**src/rtl/serial_demux_1x8_pkg.sv**
```systemverilog
// Shared constants and state encoding for the 1-to-8 serial demultiplexer.
// Word width and index width are fixed together: SEL_W must equal log2(WIDTH).
package serial_demux_1x8_pkg;

  localparam int WIDTH = 8;
  localparam int SEL_W = 3;

  typedef enum logic {
    IDLE    = 1'b0,
    COLLECT = 1'b1
  } state_t;

endpackage

```
**src/rtl/serial_demux_1x8_if.sv**
```systemverilog
// Serial-in / parallel-out bundle between a bit source and the demultiplexer.
// The master drives the serial side; the slave (the demultiplexer) drives the word side.
interface serial_demux_1x8_if;
  import serial_demux_1x8_pkg::*;

  logic             start;
  logic             din;
  logic             din_valid;
  logic [WIDTH-1:0] dout;
  logic             dout_valid;
  logic             busy;
  logic             frame_err;

  modport master (
    output start, din, din_valid,
    input  dout, dout_valid, busy, frame_err
  );

  modport slave (
    input  start, din, din_valid,
    output dout, dout_valid, busy, frame_err
  );

endinterface

```
**src/rtl/serial_demux_1x8_demux.sv**
```systemverilog
// Combinational 1-to-8 demultiplexer built as a tree of 1-to-2 stages,
// mirroring the serializer's mux tree: sel[2] splits first, sel[0] last.
module demux_1x8 (
  input  logic       d,
  input  logic       en,
  input  logic [2:0] sel,
  output logic [7:0] y
);

  logic       root;
  logic [1:0] lvl1;
  logic [3:0] lvl2;

  assign root    = d & en;
  assign lvl1[0] = root & ~sel[2];
  assign lvl1[1] = root &  sel[2];

  for (genvar gi = 0; gi < 2; gi++) begin : g_lvl2
    assign lvl2[2*gi]   = lvl1[gi] & ~sel[1];
    assign lvl2[2*gi+1] = lvl1[gi] &  sel[1];
  end

  for (genvar gi = 0; gi < 4; gi++) begin : g_leaf
    assign y[2*gi]   = lvl2[gi] & ~sel[0];
    assign y[2*gi+1] = lvl2[gi] &  sel[0];
  end

endmodule

```
**src/rtl/serial_demux_1x8.sv**
```systemverilog
// Reassembles an LSB-first serial stream into 8-bit words with a one-cycle
// valid strobe; a start during a frame aborts it and flags frame_err.
module serial_demux_1x8
  import serial_demux_1x8_pkg::*;
(
  input  logic               clk,
  input  logic               rst,
  serial_demux_1x8_if.slave  bus
);

  localparam logic [SEL_W-1:0] LAST_IDX = SEL_W'(WIDTH - 1);

  state_t             state_q, state_d;
  logic [SEL_W-1:0]   idx_q, idx_d;
  logic [WIDTH-1:0]   slot_q, slot_d;
  logic [WIDTH-1:0]   dout_q, dout_d;
  logic               dout_valid_q, dout_valid_d;
  logic               frame_err_q, frame_err_d;

  logic               accept;
  logic [SEL_W-1:0]   wr_sel;
  logic [WIDTH-1:0]   wr_en;
  logic [WIDTH-1:0]   slot_base;
  logic [WIDTH-1:0]   slot_wr;

  // A start always restarts at bit 0 on a cleared slot register.
  assign accept    = bus.din_valid & (bus.start | (state_q == COLLECT));
  assign wr_sel    = bus.start ? '0 : idx_q;
  assign slot_base = bus.start ? '0 : slot_q;

  demux_1x8 u_demux (
    .d   (1'b1),
    .en  (accept),
    .sel (wr_sel),
    .y   (wr_en)
  );

  assign slot_wr = (slot_base & ~wr_en) | (wr_en & {WIDTH{bus.din}});

  always_comb begin
    state_d      = state_q;
    idx_d        = idx_q;
    slot_d       = slot_wr;
    dout_d       = dout_q;
    dout_valid_d = 1'b0;
    frame_err_d  = 1'b0;
    unique case (state_q)
      IDLE: begin
        if (bus.start) begin
          state_d = COLLECT;
          idx_d   = bus.din_valid ? SEL_W'(1) : SEL_W'(0);
        end
      end
      COLLECT: begin
        if (bus.start) begin
          frame_err_d = 1'b1;
          idx_d       = bus.din_valid ? SEL_W'(1) : SEL_W'(0);
        end else if (bus.din_valid) begin
          if (idx_q == LAST_IDX) begin
            dout_d       = slot_wr;
            dout_valid_d = 1'b1;
            idx_d        = '0;
            state_d      = IDLE;
          end else begin
            idx_d = idx_q + SEL_W'(1);
          end
        end
      end
      default: state_d = IDLE;
    endcase
  end

  always_ff @(posedge clk) begin
    if (rst) begin
      state_q      <= IDLE;
      idx_q        <= '0;
      slot_q       <= '0;
      dout_q       <= '0;
      dout_valid_q <= 1'b0;
      frame_err_q  <= 1'b0;
    end else begin
      state_q      <= state_d;
      idx_q        <= idx_d;
      slot_q       <= slot_d;
      dout_q       <= dout_d;
      dout_valid_q <= dout_valid_d;
      frame_err_q  <= frame_err_d;
    end
  end

  assign bus.dout       = dout_q;
  assign bus.dout_valid = dout_valid_q;
  assign bus.frame_err  = frame_err_q;
  assign bus.busy       = (state_q == COLLECT);

endmodule

```
**src/flat_wrapper.sv**
```systemverilog
// flat-port wrapper written by rule: the top's interface ports become plain ports
module serial_demux_1x8_flat import serial_demux_1x8_pkg::*;
  (clk, rst, bus_start, bus_din, bus_din_valid, bus_dout, bus_dout_valid, bus_busy, bus_frame_err);
  serial_demux_1x8_if bus_i ();
  input  logic clk;
  input  logic rst;
  input wire logic [$bits(bus_i.start)-1:0] bus_start;
  input wire logic [$bits(bus_i.din)-1:0] bus_din;
  input wire logic [$bits(bus_i.din_valid)-1:0] bus_din_valid;
  output wire logic [$bits(bus_i.dout)-1:0] bus_dout;
  output wire logic [$bits(bus_i.dout_valid)-1:0] bus_dout_valid;
  output wire logic [$bits(bus_i.busy)-1:0] bus_busy;
  output wire logic [$bits(bus_i.frame_err)-1:0] bus_frame_err;
  assign bus_i.start = bus_start;
  assign bus_i.din = bus_din;
  assign bus_i.din_valid = bus_din_valid;
  assign bus_dout = bus_i.dout;
  assign bus_dout_valid = bus_i.dout_valid;
  assign bus_busy = bus_i.busy;
  assign bus_frame_err = bus_i.frame_err;
  serial_demux_1x8 u_core (.clk(clk), .rst(rst), .bus(bus_i));
endmodule
```
**config.mk**
```make
export PLATFORM = sky130hd
export DESIGN_NAME = serial_demux_1x8_flat
export DESIGN_NICKNAME = d
export VERILOG_FILES = /design/src/rtl/serial_demux_1x8_pkg.sv /design/src/rtl/serial_demux_1x8_if.sv /design/src/rtl/serial_demux_1x8_demux.sv /design/src/rtl/serial_demux_1x8.sv /design/src/flat_wrapper.sv
export SDC_FILE = /design/constraint.sdc
export NUM_CORES = 1
export LEC_CHECK = 0
export BUFFER_PORTS_ARGS = -buffer_cell sky130_fd_sc_hd__buf_2
export CORE_UTILIZATION = 30
export DETAILED_ROUTE_END_ITERATION = 10
export HOLD_SLACK_MARGIN = 0.02
export PLACE_DENSITY = 0.54
export SLEW_MARGIN = 20
export SYNTH_ARGS = -nofsm -noshare
export SYNTH_HDL_FRONTEND = slang
export SYNTH_SLANG_ARGS = --single-unit
```
**constraint.sdc**
```tcl
create_clock -name clk -period 1.6 [get_ports clk]
set_input_delay 0.32 -clock clk [delete_from_list [all_inputs] [get_ports clk]]
set_output_delay 0.32 -clock clk [all_outputs]
set_load 0.005 [all_outputs]
```
# [Yosys cells after proc, flatten, opt, wreduce, memory -nomap -nowiden]
# Cells that the tools add are included.
[word_totals] reg_bits=22 latch_bits=0 ram_bits=0 romBits=0 input_bits=5 out_inout_bits=11 n_memories=0
[op_classes] addsub=1 n_mul=0 div=0 magnitude_cmp=0 eq_ne=3 n_shift=0 mux=14 bitwise_logic=26 n_reduce_logical=4
[ops] operator="$and 8x8->8" n=2
[ops] operator="$and 1x1->1" n=15
[ops] operator="$mux 3" n=5
[ops] operator="$mux 8" n=1
[ops] operator="$not 8->8" n=1
[ops] operator="$or 8x8->8" n=1
[ops] operator="$mux 1" n=6
[ops] operator="$not 1->1" n=6
[ops] operator="$pmux 3 s2" n=1
[ops] operator="$reduce_and 4->1" n=1
[ops] operator="$reduce_or 4->1" n=1
[ops] operator="$add 3x1->3 const B" n=1
[ops] operator="$eq 3x3->1 const B" n=1
[ops] operator="$ne 3x3->1 const B" n=1
[ops] operator="$ne 2x2->1 const B" n=1
[ops] operator="$pmux 1 s2" n=1
[ops] operator="$reduce_and 2->1" n=1
[ops] operator="$reduce_or 2->1" n=1
[ops] operator="$or 1x1->1" n=1

# [Logic depth before layout (Yosys ltp)]
# Gate-level depths: netlist of run 1.
[depth] word_depth=8 ltp_mapped=7 ltp_nobuf=5

# [Hierarchy]
# A second synthesis of run 1 with hierarchy kept.
[hier_totals] hier_cells=106 area_unflattened_um2=1013.5
[modules_own_cells] mod="serial_demux_1x8" instances=1 cells_each=93 area_per_inst_um2=924.6
[modules_own_cells] mod="demux_1x8" instances=1 cells_each=13 area_per_inst_um2=88.8

# [Worst setup path after synthesis of run 1]
# OpenSTA, ideal clock, no wires.
[synth_path] kind="register to register" from="reg u_core.idx_q[0]" to="reg u_core.dout_q[3], in the netlist u_core.bus.dout[3]" t_arrival_ns=1.308 required_time_ns=1.467 path_slack_ns=0.158 path_stages_with_launch=8 period_less_slack_ns=1.442 path_cell_list="dfxtp_1 -> ha_1 -> ha_1 -> and4b_1 -> buf_2 -> buf_6 -> o21bai_1 -> a31oi_1"
[synth_between] elab_chain_cells=5
[synth_rtl] item="start, declared" line_no="serial_demux_1x8.sv:14" text="logic [SEL_W-1:0] idx_q, idx_d;"
[synth_rtl] item="start signal, assigned" line_no="serial_demux_1x8.sv:83" text="idx_q <= idx_d;"
[synth_rtl] item="$mux 3" line_no="serial_demux_1x8.sv:28" text="assign wr_sel = bus.start ? '0 : idx_q;"
[synth_rtl] item="$and 1x1->1" line_no="serial_demux_1x8_demux.sv:25" text="assign y[2*gi+1] = lvl2[gi] & sel[0];"
[synth_rtl] item="$not 8->8" line_no="serial_demux_1x8.sv:38" text="assign slot_wr = (slot_base & ~wr_en) | (wr_en & {WIDTH{bus.din}});"
[synth_rtl] item="$and 8x8->8" line_no="serial_demux_1x8.sv:38"
[synth_rtl] item="$or 8x8->8" line_no="serial_demux_1x8.sv:38"
[synth_rtl] item="end signal, assigned" line_no="serial_demux_1x8.sv:85" text="dout_q <= dout_d;"
[synth_rtl] item="end, declared" line_no="serial_demux_1x8.sv:16" text="logic [WIDTH-1:0] dout_q, dout_d;"
# Parallel ways exist; a longest one is shown, timed or not.
# A chain may end at the register's enable or synchronous reset.

# [Final worst setup path of run 1]
[layout_path] from="reg u_core.idx_q[0]" to="reg u_core.dout_q[6], in the netlist u_core.bus.dout[6]"
[layout_between] elab_chain_cells=6
[layout_rtl] item="$mux 3" line_no="serial_demux_1x8.sv:28"
[layout_rtl] item="$not 1->1" line_no="serial_demux_1x8_demux.sv:24" text="assign y[2*gi] = lvl2[gi] & ~sel[0];"
[layout_rtl] item="$and 1x1->1" line_no="serial_demux_1x8_demux.sv:24"
[layout_rtl] item="$not 8->8" line_no="serial_demux_1x8.sv:38"
[layout_rtl] item="$and 8x8->8" line_no="serial_demux_1x8.sv:38"
[layout_rtl] item="$or 8x8->8" line_no="serial_demux_1x8.sv:38"
# Parallel ways exist; a longest one is shown, timed or not.

==> implementation parameters, run 1 <==
Parameter                              Value

Clock tree
  Clock tree from TritonCTS    yes
  Number of clock buffers inserted by TritonCTS    3
  # hold bufs at CTS    0
  H-tree depth    1
  Clk sinks    22
  Root buffer selected by CTS    sky130_fd_sc_hd__clkbuf_4
  Clock latency on the worst-skew pair    0.31 ns
  Post-cts sizing count    0
  Maximum clock insertion buffer count    2
  Clock-pin slew of the registers on the worst-case setup and hold paths    0.12 ns
  Count of buffers added by post-CTS timing repair for setup    0

Floorplanning
  CORE AREA    3080 um^2
  I/O pin count    16
  Die W    59.1 um
  Die outline area    3500 um^2
  Num rows    20
  Die boundary height    59.1 um
  Initial core utilization    0.318

STA
  Crit share post-route    0.904
  Final setup TNS    0 ns
  Worst Slack Setup Final    0.153 ns
  Final critical path time including I/O delays and setup    1.45 ns
  Finish-stage setup viols    0
  Number of failing hold endpoints at the final stage    0
  Fin Clk Skew    0.00739 ns
  Worst slew slack as a fraction of its limit    0.731
  RSZ-0062 raised after global routing    false
  Max Freq    691 MHz
  Final Max Tran Viols    0
  Slew of the pin with the lowest slew margin    0.403 ns

Global route
  Gr usage total    0.132
  GRT Residual Overflow    0
  Number of antenna violations at the first check in global routing    0
  Vias in the first global route    790
  First-pass GRT wire length    3490 um
  Pin count of the biggest net entering global routing    23

Min path
  Sink of the worst hold path    u_core.bus.frame_err
  Hold depth    3
  Class of the tightest hold or removal check    input port to register
  Min-Delay Startpoint    bus_start

Setup path
  Largest driver fanout on the critical path    17
  Cell count of the worst reg-to-reg path    6
  R2r startpoint    u_core.idx_q[0]
  Critical path endpoint category    register
  Crit path DAT    1.68 ns
  Worst setup SP type    register
  Required time at the worst-slack endpoint    1.83 ns
  Type of the worst setup path    register to register
  Setup slack on the worst flop-to-flop path    0.15 ns
  Worst r2r dst    u_core.bus.dout[6]

Synth
  Most instantiated flip-flop cell in the synthesis netlist    sky130_fd_sc_hd__dfxtp_1
  Number of flip-flops and latches in the synthesized netlist    22
  Distinct cells, synth    32
  Ys Warns    0
  Count of mapped cells out of synthesis    101
  Net Count, Synth    108
  Post-synthesis cell area    980 um^2
  Fraction of the yosys area taken by sequential cells    0.450
  Synth async-reset ratio    0
  Number of enable flip-flop cells after synthesis    0
  Average size of a mapped cell    9.70 um^2

Detailed routing
  DRT antenna net count    0
  Drt via density    5.10
  DRC violation total after the first TritonRoute iteration    20
  Overall via count from detail_route    826
  Average wire per standard cell    12.3 um
  Number of detailed-routing iterations run before antenna repair    4
  Post-detailed-routing wire length    2000 um
  Final routed DRC violation total    0

Place
  Quantity of I/O buffers inserted on ports    15
  Worst slack after detailed placement    0.153 ns
  DP HPWL    1370 um
  Global placer's final weighted congestion    0.834

Cells and area
  Diode count    0
  P&R area growth vs syn    20.6%
  Most common library cell in the layout ignoring fill and taps    sky130_fd_sc_hd__dfxtp_1
  Final nets    126
  Commonest non-fill, non-tap cells in the layout    sky130_fd_sc_hd__dfxtp_1 (22), sky130_fd_sc_hd__buf_2 (15), sky130_fd_sc_hd__a21oi_1 (10)
  Proportion of layout cells with a drive suffix above 1    0.246
  Utilization of the core after routing    0.384

Status
  Status    completed

Pwr
  Pwr Total    1.05 mW
  Power density over the cells    888 nW/um^2
  Worst VDD drop    0.473 mV
  Leakage power total    0.466 nW

Job
  Max-cap viol count    0
registers in the layout (all words and copies together), names as in the netlist:
signal                 cells
u_core.idx_q               3
u_core.bus.dout_valid      1
u_core.bus.frame_err       1
u_core.bus.busy            1
u_core.slot_q              8
u_core.bus.dout            8
per-stage QoR:
| stage | cell area [um^2] | hold WS (ns) | cells |
|---|---|---|---|
| floorplan | 980 | 0.463 | 101 |
| global placement | 1110 | 0.492 | 158 |
| detailed placement | 1110 | 0.498 | 158 |
| CTS | 1170 | 0.297 | 162 |
| global route | 1180 | 0.299 | 162 |
| finish | 1180 | 0.313 | 162 |
cell families (layout without fill, tap and decap cells):
kind of cell	count (synthesis)	in the layout	synth area share
AND/OR/NAND/NOR	36	36	0.222
adder cells (fa/ha/maj)	2	2	0.0255
buffers and inverters	8	25	0.0498
AO/OA/AOI/OAI	30	30	0.222
flip-flops	22	22	0.450
multiplexers	3	3	0.0307
per-layer routing:
layer  global-route usage  vias to the layer above  share of wire
li1                     -                      411              -
met1                0.168                      395           0.45
met2                0.214                       18           0.50
met3               0.0480                        2          0.049
met4               0.0306                        0         0.0075
met5                    0                        -              0
worst max-delay path by stage:
stage,end,startpoint,depth (start not counted)
after floorplan,u_core.bus.dout[3],u_core.idx_q[0],7
after global placement,u_core.bus.dout[2],u_core.idx_q[0],6
after detailed placement,u_core.bus.dout[2],u_core.idx_q[0],6
after CTS,u_core.bus.dout[2],u_core.idx_q[0],6
after global routing,u_core.bus.dout[2],u_core.idx_q[0],6
final,u_core.bus.dout[6],u_core.idx_q[0],6
worst max-delay path, cell delays in order (launching register included):
cell	delay (ns)
sky130_fd_sc_hd__dfxtp_1	0.36
sky130_fd_sc_hd__ha_1	0.16
sky130_fd_sc_hd__ha_1	0.18
sky130_fd_sc_hd__and4b_1	0.25
sky130_fd_sc_hd__buf_12	0.16
sky130_fd_sc_hd__nor2_1	0.05
sky130_fd_sc_hd__a311oi_2	0.22
power breakdown:
part | switching [mW] | leakage (nW) | total [mW] | internal (mW)
combinational | 0.0424 | 0.261 | 0.0688 | 0.0265
clock | 0.168 | 0.0279 | 0.421 | 0.253
sequential | 0.00571 | 0.178 | 0.559 | 0.554
cell type report:
cell class                 instances  area (um^2)
sequential                        22          440
inverter                           1         3.75
timing repair buffer              20          125
multi-input combinational         71          504
clock inverter                     1         30.0
clock buffer                       3         22.5
tap                               44         55.1
fill                             333         1900
cells in the mapped netlist (2+ instances only):
cell / instances / share of area
sky130_fd_sc_hd__a21oi_1: 10 / 0.051
sky130_fd_sc_hd__a311oi_1: 4 / 0.036
sky130_fd_sc_hd__a31oi_1: 2 / 0.013
sky130_fd_sc_hd__and4b_1: 2 / 0.020
sky130_fd_sc_hd__buf_2: 3 / 0.015
sky130_fd_sc_hd__buf_6: 2 / 0.023
sky130_fd_sc_hd__clkbuf_1: 2 / 0.0077
sky130_fd_sc_hd__dfxtp_1: 22 / 0.45
sky130_fd_sc_hd__ha_1: 2 / 0.026
sky130_fd_sc_hd__mux2i_1: 3 / 0.031
sky130_fd_sc_hd__nand2_1: 6 / 0.023
sky130_fd_sc_hd__nand2b_1: 2 / 0.013
sky130_fd_sc_hd__nand3_1: 4 / 0.020
sky130_fd_sc_hd__nand4_1: 2 / 0.013
sky130_fd_sc_hd__nor2_1: 9 / 0.034
sky130_fd_sc_hd__nor2b_1: 3 / 0.019
sky130_fd_sc_hd__nor3_1: 2 / 0.010
sky130_fd_sc_hd__o211ai_1: 3 / 0.023
sky130_fd_sc_hd__o21bai_1: 2 / 0.015
sky130_fd_sc_hd__o311ai_1: 4 / 0.036
Power figures use the tool's default switching activity.
==> run 2, diff against run 1 <==
- CORE_UTILIZATION: 30 -> 40
- PLACE_DENSITY: 0.54 -> 0.66
==> run 2 against run 1 <==
Clock skew about the same. Sequential share of layout area grew 1.2 points. Clock power grew 2%. Non-clock buffer count did not move. Final area shrank 2.8%. Clock-buffer cell count stayed put. Utilization increased by 13 points. Sequential power barely moved. First-iteration DRC count down 40%. Register-to-register slack about the same. Critical endpoint unchanged. Largest cell class unchanged.
==> implementation parameters, run 2 (synthesis gave the netlist of run 1 again) <==
Parameter                              Value

Clock tree
  Clock latency on the worst-skew pair    0.32 ns
  Root buffer selected by CTS    sky130_fd_sc_hd__clkbuf_4
  Maximum clock insertion buffer count    2
  H-tree depth    1
  Clk sinks    22
  # hold bufs at CTS    0
  Clock tree from TritonCTS    yes
  Clock-pin slew of the registers on the worst-case setup and hold paths    0.13 ns
  Count of buffers added by post-CTS timing repair for setup    0
  Post-cts sizing count    0
  Number of clock buffers inserted by TritonCTS    3

STA
  Finish-stage setup viols    0
  Crit share post-route    0.907
  Number of failing hold endpoints at the final stage    0
  Final setup TNS    0 ns
  RSZ-0062 raised after global routing    false
  Final critical path time including I/O delays and setup    1.45 ns
  Max Freq    689 MHz
  Final Max Tran Viols    0
  Worst slew slack as a fraction of its limit    0.728
  Worst hold slack after final layout    0.297 ns
  Fin Clk Skew    0.00730 ns
  Slew of the pin with the lowest slew margin    0.407 ns

Min path
  Min-Delay Startpoint    bus_start
  Sink of the worst hold path    u_core.idx_q[2]
  Class of the tightest hold or removal check    input port to register
  Hold depth    2

Floorplanning
  Die W    51.5 um
  CORE AREA    2250 um^2
  Num rows    17
  I/O pin count    16
  Die boundary height    51.5 um
  Die outline area    2650 um^2
  Initial core utilization    0.435

Pwr
  Power density over the cells    923 nW/um^2
  Worst VDD drop    0.465 mV
  Leakage power total    0.465 nW

Place
  Quantity of I/O buffers inserted on ports    15
  DP HPWL    1310 um
  Global placer's final weighted congestion    0.809

Global route
  Gr usage total    0.169
  First-pass GRT wire length    3270 um
  Vias in the first global route    738
  Number of antenna violations at the first check in global routing    0
  GRT Residual Overflow    0
  Pin count of the biggest net entering global routing    23

Cells and area
  Proportion of layout cells with a drive suffix above 1    0.237
  Most common library cell in the layout ignoring fill and taps    sky130_fd_sc_hd__dfxtp_1
  Final nets    126
  Utilization of the core after routing    0.509
  P&R area growth vs syn    17.2%
  Number of fill cells in the layout    227
  Diode count    0
  Commonest non-fill, non-tap cells in the layout    sky130_fd_sc_hd__dfxtp_1 (21), sky130_fd_sc_hd__buf_2 (15), sky130_fd_sc_hd__a21oi_1 (10)

Setup path
  Largest driver fanout on the critical path    17
  Worst r2r dst    u_core.bus.dout[6]
  Worst setup SP type    register
  Crit path DAT    1.68 ns
  Type of the worst setup path    register to register
  R2r startpoint    u_core.idx_q[1]
  Critical path endpoint category    register
  Required time at the worst-slack endpoint    1.83 ns
  Cell count of the worst reg-to-reg path    6
  Setup slack on the worst flop-to-flop path    0.15 ns

Job
  Max-cap viol count    0

Detailed routing
  Post-detailed-routing wire length    1900 um
  DRC violation total after the first TritonRoute iteration    12
  Final routed DRC violation total    0
  Average wire per standard cell    13.0 um
  Drt via density    5.60
  Number of detailed-routing iterations run before antenna repair    3
  Overall via count from detail_route    817
  DRT antenna net count    0

Status
  Status    completed
run 2: cell type report:
class	instances	area (um^2)	area share
clock buffers	3	22.5	0.0196
clock inverters	1	30.0	0.0261
flip-flops and latches	22	442	0.385
repair buffers	20	125	0.109
inverters	1	3.75	0.00327
multi-input cells	71	490	0.427
well taps	28	35.0	0.0305
run 2: how the worst max path moves through the flow:
stage                    start                 end  slack (ns)
2_1_floorplan  u_core.idx_q[0]  u_core.bus.dout[3]        0.16
3_3_place_gp         bus_start  u_core.bus.dout[4]        0.17
3_5_place_dp   u_core.idx_q[2]  u_core.bus.dout[1]        0.11
4_1_cts        u_core.idx_q[2]  u_core.bus.dout[1]        0.08
5_1_grt        u_core.idx_q[1]  u_core.bus.dout[6]        0.03
6_report       u_core.idx_q[1]  u_core.bus.dout[6]        0.15
run 2: power by group:
group          leakage, nW  switching [mW]  internal [mW]  total, mW
combinational        0.258          0.0436         0.0285     0.0720
clock               0.0279           0.177          0.253      0.431
sequential           0.178         0.00408          0.554      0.558
total                0.465           0.225          0.835       1.06
run 2: critical path, stage by stage, from the launching register on:
cell and delay, ns:
sky130_fd_sc_hd__dfxtp_1 0.35, sky130_fd_sc_hd__ha_1 0.15, sky130_fd_sc_hd__ha_1 0.17, sky130_fd_sc_hd__and4b_1 0.25
sky130_fd_sc_hd__buf_12 0.15, sky130_fd_sc_hd__nor2_1 0.04, sky130_fd_sc_hd__a311oi_1 0.24
run 2: per-stage QoR:
step	cell area [um^2]	power (mW)	std cells	setup WS, ns
floorplan	980	0.619	101	0.158
global placement	1090	0.641	142	0.170
detailed placement	1090	0.642	142	0.111
CTS	1150	1.07	146	0.0825
global route	1150	1.11	146	0.0266
finish	1150	1.06	146	0.149
run 2: metal layers:
layer,wire (um),global-route usage
met1,912,0.208
met2,886,0.271
met3,47,0.0263
met4,55,0.108
met5,0,0
==> run 3, diff against run 2 <==
- MAX_ROUTING_LAYER: unset -> met4
==> run 3 against run 2 <==
Sequential power is essentially flat. Combinational power hardly changed. Critical path depth unchanged. Sequential share of layout area unchanged. Clock skew about the same. Routed wire length up 0.16%. Clock-buffer cell count stayed put. Final area did not move. Power is essentially flat. Critical path type unchanged. Critical endpoint unchanged. Largest cell class unchanged.
==> implementation parameters, run 3 (synthesis gave the netlist of run 1 again) <==
Parameter                              Value

Detailed routing
  Met1 WL    918 um
  Met2 layer wire length in the routed design    883 um
  Post-detailed-routing wire length    1900 um
  DRC violation total after the first TritonRoute iteration    12
  Drt via density    5.57
  Met3 layer wire length in the routed design    47 um
  Number of detailed-routing iterations run before antenna repair    4
  DRT antenna net count    0
  Final routed DRC violation total    0
  Average wire per standard cell    13.0 um
  Max layer used    met4
  Overall via count from detail_route    813

Setup path
  Type of the worst setup path    register to register
  Critical path endpoint category    register
  Worst setup SP type    register
  R2r startpoint    u_core.idx_q[1]
  Largest driver fanout on the critical path    17
  Crit path DAT    1.68 ns
  Required time at the worst-slack endpoint    1.83 ns
  Worst r2r dst    u_core.bus.dout[6]
  Endpoint of the worst setup timing path    u_core.bus.dout[6]
  Critical path origin    u_core.idx_q[1]
  Cell count of the worst reg-to-reg path    6
  Setup slack on the worst flop-to-flop path    0.15 ns

Place
  Number of placed instances with taps included    142
  Global placer's final weighted congestion    0.821
  DP HPWL    1310 um
  Cell Area, Placed    1090 um^2
  Quantity of I/O buffers inserted on ports    15

Cells and area
  Final instance area    1150 um^2
  Number of fill cells in the layout    227
  Most common library cell in the layout ignoring fill and taps    sky130_fd_sc_hd__dfxtp_1
  Diode count    0
  Commonest non-fill, non-tap cells in the layout    sky130_fd_sc_hd__dfxtp_1 (21), sky130_fd_sc_hd__buf_2 (15), sky130_fd_sc_hd__a21oi_1 (10)
  Post-route non-filler standard cell count    146
  Area taken by multi-input logic gates    490 um^2
  Register Area    442 um^2
  Proportion of layout cells with a drive suffix above 1    0.237
  P&R area growth vs syn    17.2%
  Final nets    126

Clock tree
  Maximum clock insertion buffer count    2
  Root buffer selected by CTS    sky130_fd_sc_hd__clkbuf_4
  Clk sinks    22
  Count of buffers added by post-CTS timing repair for setup    0
  H-tree depth    1
  Number of clock buffers inserted by TritonCTS    3
  Clock tree from TritonCTS    yes
  Clock-pin slew of the registers on the worst-case setup and hold paths    0.13 ns
  # hold bufs at CTS    0
  Clock latency on the worst-skew pair    0.31 ns

Job
  Max-cap viol count    0

Floorplanning
  CORE AREA    2250 um^2
  Die boundary height    51.5 um
  Num rows    17
  Initial core utilization    0.435
  I/O pin count    16
  Die W    51.5 um
  Die outline area    2650 um^2

Status
  Status    completed

STA
  Crit share post-route    0.907
  Worst slew slack as a fraction of its limit    0.729
  RSZ-0062 raised after global routing    false
  Final setup TNS    0 ns
  Final Max Tran Viols    0
  Finish-stage setup viols    0
  Number of failing hold endpoints at the final stage    0
  Max Freq    689 MHz
  Slew of the pin with the lowest slew margin    0.407 ns
  Final critical path time including I/O delays and setup    1.45 ns
  Fin Clk Skew    0.00724 ns

Pwr
  Leakage power total    0.465 nW
  Power density over the cells    923 nW/um^2
  Worst VDD drop    0.464 mV

Global route
  First-pass GRT wire length    3270 um
  Pin count of the biggest net entering global routing    23
  Gr usage total    0.173
  Number of antenna violations at the first check in global routing    0
  GRT Residual Overflow    0
  Vias in the first global route    738

Min path
  Class of the tightest hold or removal check    input port to register
==> run 3: cell counts in the layout (fill, tap and decap cells not counted) <==
Identical to the previous run, type by type.
==> run 3: what timing repair did <==
item,CTS,global route
endpoints found under the hold margin,0,0
resized for setup,0,1
endpoints found under the setup margin,0,1
==> run 3: metrics by stage <==
step	total power, mW	worst slack [ns]	hold WS (ns)	utilization
6_report	1.06	0.149	0.297	0.509
5_1_grt	1.11	0.0266	0.332	0.509
4_1_cts	1.07	0.0825	0.295	0.509
3_5_place_dp	0.642	0.111	0.487	0.486
3_3_place_gp	0.641	0.170	0.482	0.486
2_1_floorplan	0.619	0.158	0.463	-
==> run 3: per-layer routing <==
metal,up-vias,GRT usage
met4,0,0.108
met3,5,0.0263
met5,-,-
met2,11,0.271
li1,417,-
met1,380,0.208
==> run 3: final cells by class <==
class	count	share of cell area
Multi-Input combinational cell	71	0.427
Sequential cell	22	0.385
Timing Repair Buffer	20	0.109
Tap cell	28	0.0305
Clock inverter	1	0.0261
Clock buffer	3	0.0196
Inverter	1	0.00327
==> run 3: critical path, stage by stage (launching register included) <==
cell and delay (ns):
sky130_fd_sc_hd__dfxtp_1 0.35, sky130_fd_sc_hd__ha_1 0.15, sky130_fd_sc_hd__ha_1 0.17, sky130_fd_sc_hd__and4b_1 0.25, sky130_fd_sc_hd__buf_12 0.15, sky130_fd_sc_hd__nor2_1 0.04
sky130_fd_sc_hd__a311oi_1 0.24
==> run 3: worst min-delay path by stage <==
stage | start | endpoint | slack, ns | depth (start not counted)
2_1_floorplan | u_core.slot_q[2] | u_core.slot_q[2] | 0.46 | 2
3_3_place_gp | u_core.bus.dout[4] | u_core.bus.dout[4] | 0.48 | 2
3_5_place_dp | u_core.slot_q[3] | u_core.slot_q[3] | 0.49 | 2
4_1_cts | bus_start | u_core.idx_q[2] | 0.29 | 2
5_1_grt | bus_start | u_core.idx_q[2] | 0.33 | 2
6_report | bus_start | u_core.idx_q[2] | 0.30 | 2
==> run 3: where the power goes <==
part           switching [mW]  internal, mW  leakage [nW]
clock                   0.177         0.253        0.0279
sequential            0.00416         0.554         0.178
combinational          0.0436        0.0285         0.258
